$ cat src/rtl/operand_fetch.sv
// Operand fetch: 32x32 register file, busy scoreboard, registered operand output stage.
// Optional macro OF_BYPASS_EN forwards a same-cycle writeback into the fetched operands.
module operand_fetch (
  input  logic        clk,
  input  logic        rst,
  input  logic        stall,
  input  logic        in_valid,
  output logic        in_ready,
  input  logic [4:0]  rs_addr,
  input  logic [4:0]  rt_addr,
  input  logic        rs_used,
  input  logic        rt_used,
  input  logic [4:0]  dest_addr,
  input  logic        dest_en,
  input  logic        reg_write_to_file,
  input  logic [4:0]  reg_write_addr,
  input  logic [31:0] reg_write_data,
  output logic        out_valid,
  input  logic        out_ready,
  output logic [31:0] rs_data,
  output logic [31:0] rt_data,
  output logic [4:0]  out_dest_addr,
  output logic        out_dest_en,
  output logic        hazard
);

  logic [31:0] r_regs [32];
  logic [31:0] r_busy;
  logic        r_out_valid;
  logic [31:0] r_rs_data;
  logic [31:0] r_rt_data;
  logic [4:0]  r_dest_addr;
  logic        r_dest_en;

  logic        w_wb;
  logic [31:0] w_wb_mask;
  logic [31:0] w_set_mask;
  logic [31:0] w_busy_eff;
  logic [31:0] w_rs_val;
  logic [31:0] w_rt_val;
  logic        w_accept;

  assign w_wb      = reg_write_to_file && (reg_write_addr != 5'd0);
  assign w_wb_mask = w_wb ? (32'd1 << reg_write_addr) : 32'd0;

`ifdef OF_BYPASS_EN
  // A register being written back this cycle is already resolved.
  assign w_busy_eff = r_busy & ~w_wb_mask;
  assign w_rs_val   = (w_wb && (reg_write_addr == rs_addr)) ? reg_write_data : r_regs[rs_addr];
  assign w_rt_val   = (w_wb && (reg_write_addr == rt_addr)) ? reg_write_data : r_regs[rt_addr];
`else
  assign w_busy_eff = r_busy;
  assign w_rs_val   = r_regs[rs_addr];
  assign w_rt_val   = r_regs[rt_addr];
`endif

  assign hazard   = in_valid && ((rs_used && w_busy_eff[rs_addr]) ||
                                 (rt_used && w_busy_eff[rt_addr]) ||
                                 (dest_en && w_busy_eff[dest_addr]));
  assign in_ready = !stall && !hazard && (!r_out_valid || out_ready);
  assign w_accept = in_valid && in_ready;

  assign w_set_mask = (w_accept && dest_en && (dest_addr != 5'd0)) ?
                      (32'd1 << dest_addr) : 32'd0;

  // Register file writes ignore stall; r0 is never written so it stays zero.
  always_ff @(posedge clk or negedge rst) begin
    if (!rst) begin
      for (int i = 0; i < 32; i++) r_regs[i] <= 32'd0;
    end else if (w_wb) begin
      r_regs[reg_write_addr] <= reg_write_data;
    end
  end

  // Set is applied after clear so a same-cycle set wins.
  always_ff @(posedge clk or negedge rst) begin
    if (!rst) begin
      r_busy <= 32'd0;
    end else begin
      r_busy <= ((r_busy & ~w_wb_mask) | w_set_mask) & 32'hFFFF_FFFE;
    end
  end

  always_ff @(posedge clk or negedge rst) begin
    if (!rst) begin
      r_out_valid <= 1'b0;
      r_rs_data   <= 32'd0;
      r_rt_data   <= 32'd0;
      r_dest_addr <= 5'd0;
      r_dest_en   <= 1'b0;
    end else if (!stall) begin
      if (w_accept) begin
        r_out_valid <= 1'b1;
        r_rs_data   <= w_rs_val;
        r_rt_data   <= w_rt_val;
        r_dest_addr <= dest_addr;
        r_dest_en   <= dest_en;
      end else if (out_ready) begin
        r_out_valid <= 1'b0;
      end
    end
  end

  assign out_valid     = r_out_valid;
  assign rs_data       = r_rs_data;
  assign rt_data       = r_rt_data;
  assign out_dest_addr = r_dest_addr;
  assign out_dest_en   = r_dest_en;

endmodule

$ cat config.mk
export PLATFORM = sky130hd
export DESIGN_NAME = operand_fetch
export DESIGN_NICKNAME = d
export VERILOG_FILES = /design/src/rtl/operand_fetch.sv
export SDC_FILE = /design/constraint.sdc
export NUM_CORES = 2
export LEC_CHECK = 0
export CELL_PAD_IN_SITES_DETAIL_PLACEMENT = 1
export CELL_PAD_IN_SITES_GLOBAL_PLACEMENT = 2
export CORE_MARGIN = 2
export CORE_UTILIZATION = 49
export CTS_BUF_LIST = sky130_fd_sc_hd__clkbuf_16
export DETAILED_ROUTE_END_ITERATION = 16
export DONT_BUFFER_PORTS = 1
export HOLD_SLACK_MARGIN = 0.1
export PLACE_DENSITY_LB_ADDON = 0.15
export REMOVE_ABC_BUFFERS = 1
export SYNTH_ARGS = -nofsm -noshare
export SYNTH_HDL_FRONTEND = slang
export SYNTH_SLANG_ARGS = --single-unit
$ cat constraint.sdc
create_clock -name clk -period 3.7 [get_ports clk]
set_input_delay 0.37 -clock clk [delete_from_list [all_inputs] [get_ports clk]]
set_output_delay 0.37 -clock clk [all_outputs]
set_load 0.05 [all_outputs]
After elaboration in Yosys (flattened, before gate mapping) --
Index checks and enable logic that the tools add are counted.
Storage, ports and cells: register bits after elaboration 1126, bits of input ports 61, latch bits 0, bits in writable memories 0, memory bits (read-only) 0, output and inout port bits 73, memories kept 0
Cells by class: reductions and logical operators 22, div/mod/pow operators 0, add/subtract/negate cells 0, muxes and demuxes 19, multipliers 0, order comparisons 7, shifts and indexed selects 2, bitwise operators 7, equality and inequality tests 0
Operators by type and width (number):
- bitwise mux 1024 bit | 1
- binary-select mux 32 bit (select 5 bit) | 2
- two-way mux 32 bit | 7
- demux 32 bit (select 5 bit) | 1
- << shifter 1 x 5 -> 32 bit, first input constant | 2
- AND 32 bit | 1
- NOT 32 bit | 1
- OR 32 bit | 1
- >= comparator 6 bit, second input constant | 3
- less-than comparator 5 x 6 -> 1 bit, second input constant | 3
- NOT 5 -> 6 bit | 3
- binary-select mux 1 bit (select 5 bit) | 3
- logical AND 1 bit | 11
- nonzero test 5 bit | 2
- less-than comparator 6 x 1 -> 1 bit, second input constant | 1
- two-way mux 1 bit | 5
- AND reduction 2 bit | 2
- logical NOT 1 bit | 3
- logical OR 1 bit | 3
- nonzero test 2 bit | 1
- NOT 1 bit | 1

Depth between registers and ports, before layout --
depth after elaboration 14, mapped depth 10, gate-level depth less buffers 6

Least setup slack after synthesis --
OpenSTA, ideal clock, no wires.
path kind input port to output port, from input port dest_addr[0], to output port in_ready, required time 3.330 ns, path buffers 1, arrival time 2.844 ns, slack 0.486 ns, stages 7, path through buf_2 -> mux4_2 -> mux4_2 -> and2_1 -> o31ai_2 -> nand3_1 -> a21boi_1
Between the ends: longest elaborated chain between the ends 8
RTL lines:
- start, declared | line 13 | input logic [4:0] dest_addr,
- binary-select mux 1 bit (select 5 bit) | line 59 | (dest_en && w_busy_eff[dest_addr]));
- two-way mux 1 bit (not written as such) | line 59
- logical AND 1 bit | line 59
- logical OR 1 bit | line 58 | (rt_used && w_busy_eff[rt_addr]) ||
- logical AND 1 bit | line 57 | assign hazard = in_valid && ((rs_used && w_busy_eff[rs_addr]) ||
- logical NOT 1 bit | line 60 | assign in_ready = !stall && !hazard && (!r_out_valid || out_ready);
- logical AND 1 bit (2 in a row) | line 60
- end, declared | line 8 | output logic in_ready,
Every way passes these cells. The select of a mux whose other input is x is not followed.

Final worst setup path --
from input port rt_addr[1], to output port in_ready
Between the ends: longest elaborated chain between the ends 9
RTL lines:
- start, declared | line 10 | input logic [4:0] rt_addr,
- binary-select mux 1 bit (select 5 bit) | line 58
- two-way mux 1 bit (not written as such) | line 58
- logical AND 1 bit | line 58
- logical OR 1 bit | line 57
- logical OR 1 bit | line 58
- logical AND 1 bit | line 57
- logical NOT 1 bit | line 60
- logical AND 1 bit (2 in a row) | line 60
Every way passes these cells. The select of a mux whose other input is x is not followed.

==> impl_metrics.toml <==
[clocking]
clk_pin_slew_ns = 0.06
cts_buffers = 130
clk_latency_ns = 0.74
cts_tree = "done"
cts_resized = 0
cts_buffer_depth = 3
cts_sinks = 1126
cts-root-buf = "clkbuf_16"
cts_htree_levels = 4

[cells_and_area]
drive_gt1_share_pct = 55.8
synthToLayoutAreaGrowth_pct = 10.0
final_util_pct = 54.4
nFillCells = 10370
num-nets-final = 3398

[setup_path]
cpMaxStageDelayCell = "mux4_2"
setup.worst_path.end_class = "output port"
ff2ff_path_depth = 7
r2r-start = "r_busy[31]"
path_depth = 7
cp.buffers_inverters = 1
worstSetupPathType = "primary input to output port"
cp_max_fo = 265
crit_start = "rt_addr[1]"
cpLargestDelayFamily = "multiplexers"
path_cells = "mux4_2, mux2i_1, o22ai_1, o211ai_1, nand3_1, a21boi_1, buf_4"
arrival_ns = 3.32
max_stage_delay_ns = 1.03
start_kind = "primary input"
critPathRequiredTime_ns = 3.33

[die]
initial_utilization_pct = 49.4
fp.dieArea_um2 = 122000
coreArea_um2 = 118000
dieHeight_um = 349
die_x_um = 349
rows = 126
num_io_pins = 134

[route]
wl_per_cell_um = 35.5
drtIter0Drc = 2619
vias = 33831
drc = 0
post_drt_via_cell_ratio = 6.80
first_pass_iters = 5
wirelength_mm = 176
ant_nets = 0

[grt]
grt_pass1_vias = 37864
track_usage_pct = 29.8
grt_start_max_net_pins = 1127
antenna_found_initial = 8
grt_overflow = 0
grt_first_pass_wirelength_mm = 265

[yosys]
synth_top_area_share_pct = 48.3
synthCells = 3503
ys_seq_area_share_pct = 48.3
yosys-top-cells-area = "dfrtp_1 48%, mux4_2 26%, mux2_2 19%, mux2_1 2.5%, clkbuf_1 2.0%"
yosysWarningCount = 0
synth_most_common_cell = "dfrtp_1"
syn_avg_cell_area_um2 = 16.7
synth_edf_count = 0
yosysTopAreaCell = "dfrtp_1"
syn_area_um2 = 58400
ys_ff_latch = 1126
yosysUniqueCellTypes = 37
async_reset_ff_share_pct = 100
synthFlopType = "dfrtp_1"
yosys-top-cells-count = "1126 x dfrtp_1, 998 x mux2_2, 663 x mux4_2"

[sta]
finalHoldViolCount = 210
period_minus_slack_ns = 3.69
fin_skew_ns = 0.0225
fmax_ghz = 0.271
timing.final.crit_share_pct = 99.6
worst_slew_pin_slew_ns = 1.60
slew_headroom_pct = -6.70
rsz0062_at_grt = "no"
slew_viol_final = 96
setup_violations = 0
fin_setup_tns_ns = 0
hold_ws_ns = -0.667

[pwr]
leakagePower_nw = 27.4
seq_power_share_pct = 48.7
swShare_pct = 28.2
finalPower_w = 0.0368
p_sw_w = 0.0104
powerDensity_nw_per_um2 = 573
ir_worst_vdd_mv = 0.467
combPwrFrac_pct = 17.8
clockPowerShare_pct = 33.6
p_int_w = 0.0264

[status]
violations = "negative hold slack, max-slew violations"
status = "finished, violations left"

[placement]
gp_congestion = 0.751
numPortBuffers = 0
dpl.hpwl_mm = 88.3

[job]
drv_cap = 0

[min_path]
hold_class = "primary input to async pin"
[per-layer routing]
layer | wire [um] | share of wire (%) | global-route usage, % | vias up
met5 | 35 | 0.020 | 0 | -
met4 | 5710 | 3.2 | 9.64 | 6
met3 | 11300 | 6.4 | 5.66 | 333
met2 | 85100 | 48 | 47.9 | 1136
met1 | 74300 | 42 | 41.3 | 19012
li1 | - | - | - | 13344
[power by group through the flow]
stage / Sequential [W] / Clock [W] / Combinational [W]
6_report: 0.0179 / 0.0124 / 0.00654
5_1_grt: 0.0183 / 0.0131 / 0.00699
4_1_cts: 0.0179 / 0.0126 / 0.00633
3_5_place_dp: 0.0181 / 0 / 0.00606
3_3_place_gp: 0.0177 / 0 / 0.00579
2_1_floorplan: 0.0173 / 0 / 0.00512
[layout by cell type, fill, tap and decap left out, types with 7 or more instances in the layout]
master and n:
nand2_4 11, inv_1 44, o31ai_1 14, mux4_2 663, mux2_2 998, nand2_1 33
buf_4 31, nand2b_1 9, dlygate4sd3_1 50, mux2_1 130, dfrtp_1 1126, clkinv_1 22
o21ai_0 14, clkinv_2 17, o21ai_1 15, clkbuf_16 135, diode_2 7, buf_12 17
bufinv_16 9, nor2b_1 7, nor2_4 12
[worst reg2reg max path, delay by kind of cell (launching register included)]
kind / cells / cell delay [ns]
buffers and inverters: 1 / 0.46
and+or+nand+nor: 2 / 0.36
muxes: 3 / 1.50
AOI/OAI and AO/OA: 1 / 0.30
DFF: 1 / 0.41
[state kept, by name, indices dropped and copies added (netlist names)]
signal         flops
out_dest_addr      5
out_dest_en        1
rt_data           32
r_busy            31
rs_data           32
r_regs          1024
out_valid          1
[what timing repair did]
action / 4_1_cts / 5_1_grt
setup buffers: 0 / 0
endpoints found under the hold margin: 2190 / 289
hold buffers: 50 / 1
[final timing paths]
kind / endpoint / slack (ns)
setup / recovery: in_ready / 0.01
hold / removal: r_regs[972] / -0.67
setup reg to reg: rs_data[16] / 0.55
hold reg to reg: r_regs[999] / 0.39
max in group asynchronous: r_regs[806] / 0.85
min in group clk: rs_data[12] / 0.14
[stage by stage]
stage          area, um2  instances  hold slack [ns]  worst slack [ns]
6_report           64200       4976           -0.667            0.0140
2_1_floorplan      56800       3101           0.0744             -2.25
5_1_grt            64200       4971           -0.702            0.0590
3_3_place_gp       59500       4685            0.141             0.426
4_1_cts            64100       4963           -0.652             0.143
3_5_place_dp       59500       4685            0.138             0.478
[area by class of cell]
| cell class | instances | area, um2 | area share (%) |
|---|---|---|---|
| flip-flops and latches | 1126 | 28200 | 43.9 |
| diodes | 7 | 17.5 | 0.0273 |
| clock buffers | 135 | 3380 | 5.26 |
| repair buffers | 104 | 1240 | 1.93 |
| well taps | 1536 | 1920 | 2.99 |
| inverters | 7 | 26.3 | 0.0409 |
| multi-input cells | 1968 | 28800 | 44.9 |
| clock inverters | 93 | 643 | 1.00 |
[logic make-up (layout without fill, tap and decap cells)]
logic type | after synthesis | count (layout) | synth area share (%)
other | 0 | 7 | 0
buffers and inverters | 409 | 339 | 2.72
AO/OA/AOI/OAI | 57 | 57 | 0.619
multiplexers | 1797 | 1797 | 47.4
flip-flops | 1126 | 1126 | 48.3
AND/OR/NAND/NOR | 114 | 114 | 0.960
Note: power is estimated with default switching activity, not from simulation.
